$ cat config.mk
export PLATFORM = sky130hd
export DESIGN_NAME = vector_loader
export DESIGN_NICKNAME = d
export VERILOG_FILES = /design/src/rtl/vector_loader_pkg.sv /design/src/rtl/vector_bank.sv /design/src/rtl/vector_loader.sv
export SDC_FILE = /design/constraint.sdc
export NUM_CORES = 2
export LEC_CHECK = 0
export BUFFER_PORTS_ARGS = -buffer_cell sky130_fd_sc_hd__buf_2
export CORE_ASPECT_RATIO = 0.9
export CORE_MARGIN = 10
export CORE_UTILIZATION = 60
export CTS_BUF_LIST = sky130_fd_sc_hd__clkbuf_8 sky130_fd_sc_hd__clkbuf_16
export DETAILED_ROUTE_END_ITERATION = 10
export PLACE_DENSITY = 0.91
export SLEW_MARGIN = 20
export SYNTH_ARGS = -nofsm -noshare
export SYNTH_HDL_FRONTEND = slang
export SYNTH_SLANG_ARGS = --single-unit
export TNS_END_PERCENT = 30
$ cat constraint.sdc
create_clock -name clk_in -period 3.46 [get_ports clk_in]
set_input_delay 0.173 -clock clk_in [delete_from_list [all_inputs] [get_ports clk_in]]
set_output_delay 0.173 -clock clk_in [all_outputs]
set_load 0.005 [all_outputs]
$ cat src/rtl/vector_loader_pkg.sv
// vector_loader shared types: bank state encoding and count width helper.
package vector_loader_pkg;

  typedef enum logic [1:0] {
    EMPTY   = 2'd0,
    FILLING = 2'd1,
    FULL    = 2'd2
  } bank_state_t;

  function automatic int count_width(input int n);
    return $clog2(n + 1);
  endfunction

endpackage

$ cat src/rtl/vector_bank.sv
// One half of the vector_loader double buffer: lane storage, fill count
// and EMPTY/FILLING/FULL state.
module vector_bank
  import vector_loader_pkg::*;
#(
  parameter int VL  = 16,
  parameter int FPL = 16,
  parameter int CW  = 5
) (
  input  logic              clk_in,
  input  logic              reset_i,
  input  logic              wr_en,
  input  logic [FPL-1:0]    elem_1,
  input  logic [FPL-1:0]    elem_2,
  input  logic              last,
  input  logic              rd_done,
  output bank_state_t       state,
  output logic [VL*FPL-1:0] vector_1,
  output logic [VL*FPL-1:0] vector_2,
  output logic [CW-1:0]     count,
  output logic              complete
);

  bank_state_t       state_q;
  bank_state_t       state_d;
  logic [VL*FPL-1:0] v1_q;
  logic [VL*FPL-1:0] v2_q;
  logic [CW-1:0]     count_q;

  always_ff @(posedge clk_in) begin
    if (reset_i) begin
      state_q <= EMPTY;
    end else begin
      state_q <= state_d;
    end
  end

  always_comb begin
    complete = wr_en & (last | (count_q == CW'(VL - 1)));
    state_d  = state_q;
    unique case (state_q)
      EMPTY:   if (wr_en)    state_d = complete ? FULL : FILLING;
      FILLING: if (complete) state_d = FULL;
      FULL:    if (rd_done)  state_d = EMPTY;
      default:               state_d = EMPTY;
    endcase
  end

  // Clearing on release keeps unused lanes of short vectors at zero.
  always_ff @(posedge clk_in) begin
    if (reset_i || rd_done) begin
      v1_q    <= '0;
      v2_q    <= '0;
      count_q <= '0;
    end else if (wr_en) begin
      count_q <= count_q + CW'(1);
      for (int i = 0; i < VL; i++) begin
        if (count_q == CW'(i)) begin
          v1_q[i*FPL +: FPL] <= elem_1;
          v2_q[i*FPL +: FPL] <= elem_2;
        end
      end
    end
  end

  assign state    = state_q;
  assign vector_1 = v1_q;
  assign vector_2 = v2_q;
  assign count    = count_q;

endmodule

$ cat src/rtl/vector_loader.sv
// Double-buffered packer of (activation, weight) pairs into full-width
// vectors for the downstream dot-product stage.
module vector_loader
  import vector_loader_pkg::*;
#(
  parameter int VECTOR_LENGTH      = 16,
  parameter int FIXED_POINT_LENGTH = 16
) (
  input  logic                                        clk_in,
  input  logic                                        reset_i,
  input  logic [FIXED_POINT_LENGTH-1:0]               element_1_in,
  input  logic [FIXED_POINT_LENGTH-1:0]               element_2_in,
  input  logic                                        element_valid_in,
  input  logic                                        element_last_in,
  output logic                                        element_ready_out,
  output logic [VECTOR_LENGTH*FIXED_POINT_LENGTH-1:0] vector_1_out,
  output logic [VECTOR_LENGTH*FIXED_POINT_LENGTH-1:0] vector_2_out,
  output logic                                        vector_valid_out,
  input  logic                                        vector_ready_in,
  output logic [$clog2(VECTOR_LENGTH+1)-1:0]          vector_count_out
);

  localparam int VL  = VECTOR_LENGTH;
  localparam int FPL = FIXED_POINT_LENGTH;
  localparam int VW  = VL * FPL;
  localparam int CW  = count_width(VL);

  logic          wr_ptr;
  logic          rd_ptr;
  logic          in_xfer;
  logic          out_xfer;
  logic [1:0]    wr_en;
  logic [1:0]    rd_done;
  logic [1:0]    complete;
  bank_state_t   st  [2];
  logic [VW-1:0] v1  [2];
  logic [VW-1:0] v2  [2];
  logic [CW-1:0] cnt [2];

  for (genvar g = 0; g < 2; g++) begin : g_bank
    vector_bank #(
      .VL  (VL),
      .FPL (FPL),
      .CW  (CW)
    ) u_bank (
      .clk_in   (clk_in),
      .reset_i  (reset_i),
      .wr_en    (wr_en[g]),
      .elem_1   (element_1_in),
      .elem_2   (element_2_in),
      .last     (element_last_in),
      .rd_done  (rd_done[g]),
      .state    (st[g]),
      .vector_1 (v1[g]),
      .vector_2 (v2[g]),
      .count    (cnt[g]),
      .complete (complete[g])
    );
  end

  always_comb begin
    element_ready_out = ~reset_i & (st[wr_ptr] != FULL);
    vector_valid_out  = (st[rd_ptr] == FULL);
    in_xfer           = element_valid_in & element_ready_out;
    out_xfer          = vector_valid_out & vector_ready_in;
    wr_en             = '0;
    rd_done           = '0;
    for (int i = 0; i < 2; i++) begin
      wr_en[i]   = in_xfer & (wr_ptr == 1'(i));
      rd_done[i] = out_xfer & (rd_ptr == 1'(i));
    end
    vector_1_out     = v1[rd_ptr];
    vector_2_out     = v2[rd_ptr];
    vector_count_out = cnt[rd_ptr];
  end

  // Pointers move independently: write on bank completion, read on consume.
  always_ff @(posedge clk_in) begin
    if (reset_i) begin
      wr_ptr <= 1'b0;
      rd_ptr <= 1'b0;
    end else begin
      if (|complete) wr_ptr <= ~wr_ptr;
      if (out_xfer)  rd_ptr <= ~rd_ptr;
    end
  end

endmodule

### Word-level counts from Yosys, hierarchy flattened

Index checks and enable logic that the tools add are counted.

| operators by class | value |
|---|---|
| add/subtract/negate cells | 2 |
| $mul | 0 |
| divide/modulo/power cells | 0 |
| order comparisons | 2 |
| equal/unequal tests | 42 |
| shift-type cells | 0 |
| mux-type cells | 25 |
| bitwise logic cells | 16 |
| reduce and logical (&&, ||, !) cells | 41 |

Operators with widths:

| cell | number |
|---|---|
| 2-to-1 mux 256 bit | 6 |
| equality test 5 x 4 -> 1 bit, second input constant | 16 |
| AND reduction 2 bit | 32 |
| equality test 5 x 3 -> 1 bit, second input constant | 8 |
| 2-to-1 mux 2 bit | 14 |
| equality test 5 x 2 -> 1 bit, second input constant | 4 |
| 2-to-1 mux 5 bit | 3 |
| != test 2 x 1 -> 1 bit, second input constant | 6 |
| case mux 2 bit (3 select lines) | 2 |
| adder 5 x 1 -> 5 bit, second input constant | 2 |
| equality test 5 x 1 -> 1 bit, second input constant | 2 |
| zero test 5 bit | 2 |
| bitwise AND 1 bit | 9 |
| equality test 2 bit, second input constant | 3 |
| AND reduction 3 bit | 2 |
| equality test 2 x 1 -> 1 bit, second input constant | 2 |
| >= comparator 2 bit, second input constant | 2 |
| zero test 2 bit | 2 |
| inverter 1 -> 2 bit | 2 |
| inverter 1 bit | 3 |
| logical OR 1 bit | 2 |
| != test 2 bit, second input constant | 1 |
| bitwise OR 1 bit | 2 |
| OR reduction 2 bit | 1 |

| word-level totals | value |
|---|---|
| register bits after elaboration | 1,040 |
| bits in latches | 0 |
| memory bits (writable) | 0 |
| memory bits (read-only) | 0 |
| input bits | 37 |
| output and inout port bits | 519 |
| memories | 0 |

### Longest topological paths before layout

| logic depth | value |
|---|---|
| word-level depth | 12 |
| mapped depth | 8 |

### Hierarchy

Synthesis repeated with hierarchy kept, for this count alone.

| second synthesis, totals | value |
|---|---|
| cells, all modules | 4,224 |
| area, all modules | 44,071.0 µm² |

Modules (own cells, without submodules):

| module | times used | cells an instance | area an instance (µm²) | sequential area each (µm²) |
|---|---|---|---|---|
| vector_bank (g_bank[1].u_bank) | 1 | 1,815 | 18,734.2 | 10,390.0 |
| vector_bank (g_bank[0].u_bank) | 1 | 1,815 | 18,731.7 | 10,390.0 |
| vector_loader | 1 | 594 | 6,605.1 | 40.0 |

### Least setup slack after synthesis

OpenSTA, ideal clock, no wires.

| path | value |
|---|---|
| path type | flip-flop to flip-flop |
| from | reg g_bank[1].u_bank.count_q[0] |
| to | reg g_bank[1].u_bank.v2_q[233] |
| library setup time | 0.075 ns |
| data arrival time | 1.661 ns |
| setup slack | 1.724 ns |
| stages on the path, launching flop included | 9 |
| buffers on the path | 3 |
| path through | dfxtp_1 -> inv_1 -> ha_1 -> nor2b_1 -> buf_1 -> nand4_1 -> buf_2 -> buf_2 -> mux2i_1 |

| on the way | value |
|---|---|
| word-level cells in the longest chain between the ends | 2 |

Ends and longest elaborated chain:

| item | line | RTL |
|---|---|---|
| from (decl) | vector_bank.sv:28 | `logic [CW-1:0] count_q;` |
| from (signal assigned) | vector_bank.sv:56 | `count_q <= count_q + CW'(1);` |
| equality test 5 x 4 -> 1 bit | vector_bank.sv:58 | `if (count_q == CW'(i)) begin` |
| AND reduction 2 bit (no line) | - |  |
| to (signal, indexed assignment) | vector_bank.sv:60 | `v2_q[i*FPL +: FPL] <= elem_2;` |
| to (decl) | vector_bank.sv:27 | `logic [VL*FPL-1:0] v2_q;` |

Every way passes these cells.
A chain may end at the register's enable or synchronous reset.

### Worst setup path in the final report

| path | value |
|---|---|
| from | reg rd_ptr |
| to | out vector_1_out[20] |

| on the way | value |
|---|---|
| word-level cells in the longest chain between the ends | 4 |

Ends and longest elaborated chain:

| item | line | RTL |
|---|---|---|
| from (decl) | vector_loader.sv:29 | `logic rd_ptr;` |
| from (signal assigned) | vector_loader.sv:84 | `if (out_xfer) rd_ptr <= ~rd_ptr;` |
| inverter 1 -> 2 bit (implied by the code) | vector_loader.sv:72 | `vector_1_out = v1[rd_ptr];` |
| 2-to-1 mux 256 bit (implied by the code) (3 in a row) | vector_loader.sv:72 |  |
| to (decl) | vector_loader.sv:16 | `output logic [VECTOR_LENGTH*FIXED_POINT_LENGTH-1:0] vector_1_out,` |

Every way passes these cells. The select of a mux whose other input is x is not followed.

==> reports/qor.csv <==
metric,value,unit
min_path_type,in -> reg,
final_core_util,69.4,%
synth_area_leaders,"dfxtp_1 45%, mux2i_1 22%, mux2_2 13%",
syn2layout_area_growth,15.1,%
post-route-period-util,85.5,%
required,3290,ps
rows,96,
core,75900,µm²
crit_buf_inv,2,
worstPathMaxFanout,178,
cts.clk_slew.worst_paths,60,ps
syn_nets,4366,
switching_power,5.98,mW
worstRegToRegCells,4,
ioPinCount,556,
first_iter_violations,5366,
vdd_drop_max,0.000425,V
clk_path_buf_depth,3,
finalWirelength,158,mm
clk_latency,670,ps
ys_warn_count,0,
netlist.area_leader.share,45.5,%
synth-xor-area-share,0,%
fin_skew,33.3,ps
grt_overflow_total,0,
cp_top_family,buffers and inverters,
max_stage_delay,570,ps
worst_ep_arrival_time,2780,ps
rsz0062_at_grt,false,
path_cells,buf_12 > mux2_2 > buf_2,
p_sw_share,24.1,%
synth-seq-cells,1040,
maxClockFrequency,338,MHz
fp.dieW,311,µm
critical_path_class,reg -> out,
end_kind,output port,
report.final.slew_viol_count,0,
async_flop_share,0,%
worst_slack,503,ps
setup.worst_path.start_class,flip-flop,
r2r_slack,770,ps
p_leak,28.0,nW
synth_edf_count,0,
slowest_stage,buf_12,
wire_per_inst,27.5,µm
fp.dieH,282,µm
seq_area_frac_synth,45.5,%
finalSetupTns,0,ps
initial_core_util,60.3,%
drc,0,
worst_pin_slew,1250,ps
gp_congestion,0.882,
die_area,87800,µm²
drv_cap,0,
comb_power_share,5.4,%
grt_pass1_wl,235,mm
outcome,"finished, final reports clean",
cts_tree,yes,
clockPowerShare,46.1,%
grt_util_all_layers,34.1,%
dp_hpwl,99.6,mm
total_power,24.9,mW
synth_top_family_by_area,multiplexers,
r2r-end,g_bank[1].u_bank.vector_2[155]$_SDFFE_PP0P_,
pre_cts_slack,841,ps
whs_path_depth,4,
layout.nets,4675,
cp.depth,3,
endpoint,vector_1_out[20],
via_per_inst,6.63,
clockRootBuffer,clkbuf_16,
synth_mux_area_share,35.1,%
grt_pass1_vias,38297,
seq_power_share,48.5,%
cts_inserted_buffers,103,
syn_avg_cell_area,10.6,µm²
grt_max_degree,179,
drt_first_pass_iters,8,
postRouteAntennaNets,0,
port_buffers,555,
ys.flop_type,dfxtp_1,
synth_top_area_cell,dfxtp_1,
antenna_found_initial,12,
syn_area,45800,µm²
synth_cells,4319,
cts_sinks,1040,
synth_cell_types,40,
htreeDepth,3,
crit_start,rd_ptr$_SDFFE_PP0N_,
finalSetupViolCount,0,
hold_violations,0,
synthAdderAreaFrac,0.273,%
num_vias,38057,
fin_crit,2960,ps
powerDensity,472,nW/µm²
yosys.area_share.simple,13.6,%
intPower,18.9,mW
drive_gt1_share,29.4,%
timing.rr.start,g_bank[1].u_bank.state[0]$_SDFFE_PP0P_,
synth_compound_area_share,0.385,%
relSlewSlack,16.6,%
==> cells in the final DEF (no fill, tap or decap), drive strengths merged, types with 3 or more instances in the layout <==
cell and n:
and4bb 3, nand2 7, clkbuf 135, clkinvlp 6, o21ai 9, dfxtp 1040
clkinv 36, bufinv 4, mux2 514, buf 662, ha 10, nand2b 3
dlygate4sd3 24, nor4b 4, nor2 6, nor4 4, a21oi 7, nand4 38
o31ai 4, inv 49, nor2b 8, nand3 1091, mux2i 1028
==> routing by layer <==
| layer | routed length (µm) | vias to the layer above | track usage, % |
|---|---|---|---|
| li1 | - | 16148 | - |
| met1 | 60500 | 18632 | 43.3 |
| met2 | 71100 | 2629 | 52.9 |
| met3 | 16700 | 628 | 7.68 |
| met4 | 9720 | 20 | 20.2 |
| met5 | 123 | - | 0 |
==> worst register-to-register path: cells and delay by family, from the launching register on <==
family | cells | cell delay [ps]
buffers and inverters | 1 | 310
flip-flops | 1 | 360
multiplexers | 1 | 490
AND/OR/NAND/NOR | 2 | 1410
==> flip-flops by register name, indices dropped and copies added, names as in the netlist <==
signal / count
g_bank.u_bank.state: 4
g_bank.u_bank.vector_1: 512
g_bank.u_bank.count: 10
g_bank.u_bank.vector_2: 512
rd_ptr: 1
wr_ptr: 1
==> cell type report <==
type	count	area, µm²
Antenna cell	2	5.00
Clock buffer	135	3050
Clock inverter	54	450
Fill cell	5166	23200
Inverter	41	161
Multi-Input combinational cell	2756	22800
Sequential cell	1040	20800
Tap cell	1029	1290
Timing Repair Buffer	686	4120
==> synthesized netlist by cell type (10+ instances only) <==
cell      instances
nand3_1        1091
dfxtp_1        1040
mux2i_1        1028
mux2_2          514
clkbuf_1        243
buf_2           118
buf_1            80
inv_1            34
buf_6            28
nand4_2          21
nand4_1          17
buf_4            13
ha_1             10
==> power by group through the flow <==
stage / clock, mW / combinational [mW] / sequential (mW)
CTS: 11.5 / 1.28 / 12.1
floorplan: 0 / 0.765 / 12.3
global route: 11.9 / 1.36 / 12.1
detailed placement: 0 / 1.25 / 12.3
global placement: 0 / 1.23 / 12.3
finish: 11.5 / 1.34 / 12.1
==> cells by family after synthesis <==
logic type,Yosys count
mux,1542
simple gates,1175
flops,1040
buf+inv,523
compound gates,29
fa+ha+maj,10
==> how the worst min path moves through the flow <==
stage,start,to,slack [ps]
finish,element_valid_in,wr_ptr$_SDFFE_PP0P_,60
global route,element_2_in[10],g_bank[1].u_bank.vector_2[170]$_SDFFE_PP0P_,50
CTS,element_2_in[11],g_bank[0].u_bank.vector_2[123]$_SDFFE_PP0P_,5
detailed placement,g_bank[0].u_bank.vector_1[239]$_SDFFE_PP0P_,g_bank[0].u_bank.vector_1[239]$_SDFFE_PP0P_,460
global placement,g_bank[1].u_bank.vector_1[233]$_SDFFE_PP0P_,g_bank[1].u_bank.vector_1[233]$_SDFFE_PP0P_,450
floorplan,vector_ready_in,rd_ptr$_SDFFE_PP0N_,310
==> metrics by stage <==
stage                     instances  instance area [µm²]  hold slack [ps]
final                          5743                52700             57.7
after global routing           5741                52700             48.1
after CTS                      5741                52700             4.84
after detailed placement       5528                48900              458
after global placement         5528                48900              451
after floorplan                4319                45800              314
==> timing repair <==
action                    CTS  global route
buffers inserted            0             0
resized for setup           0             0
hold endpoints to repair   65             0
hold buffers               24             0
(Power assumes the default switching activity.)
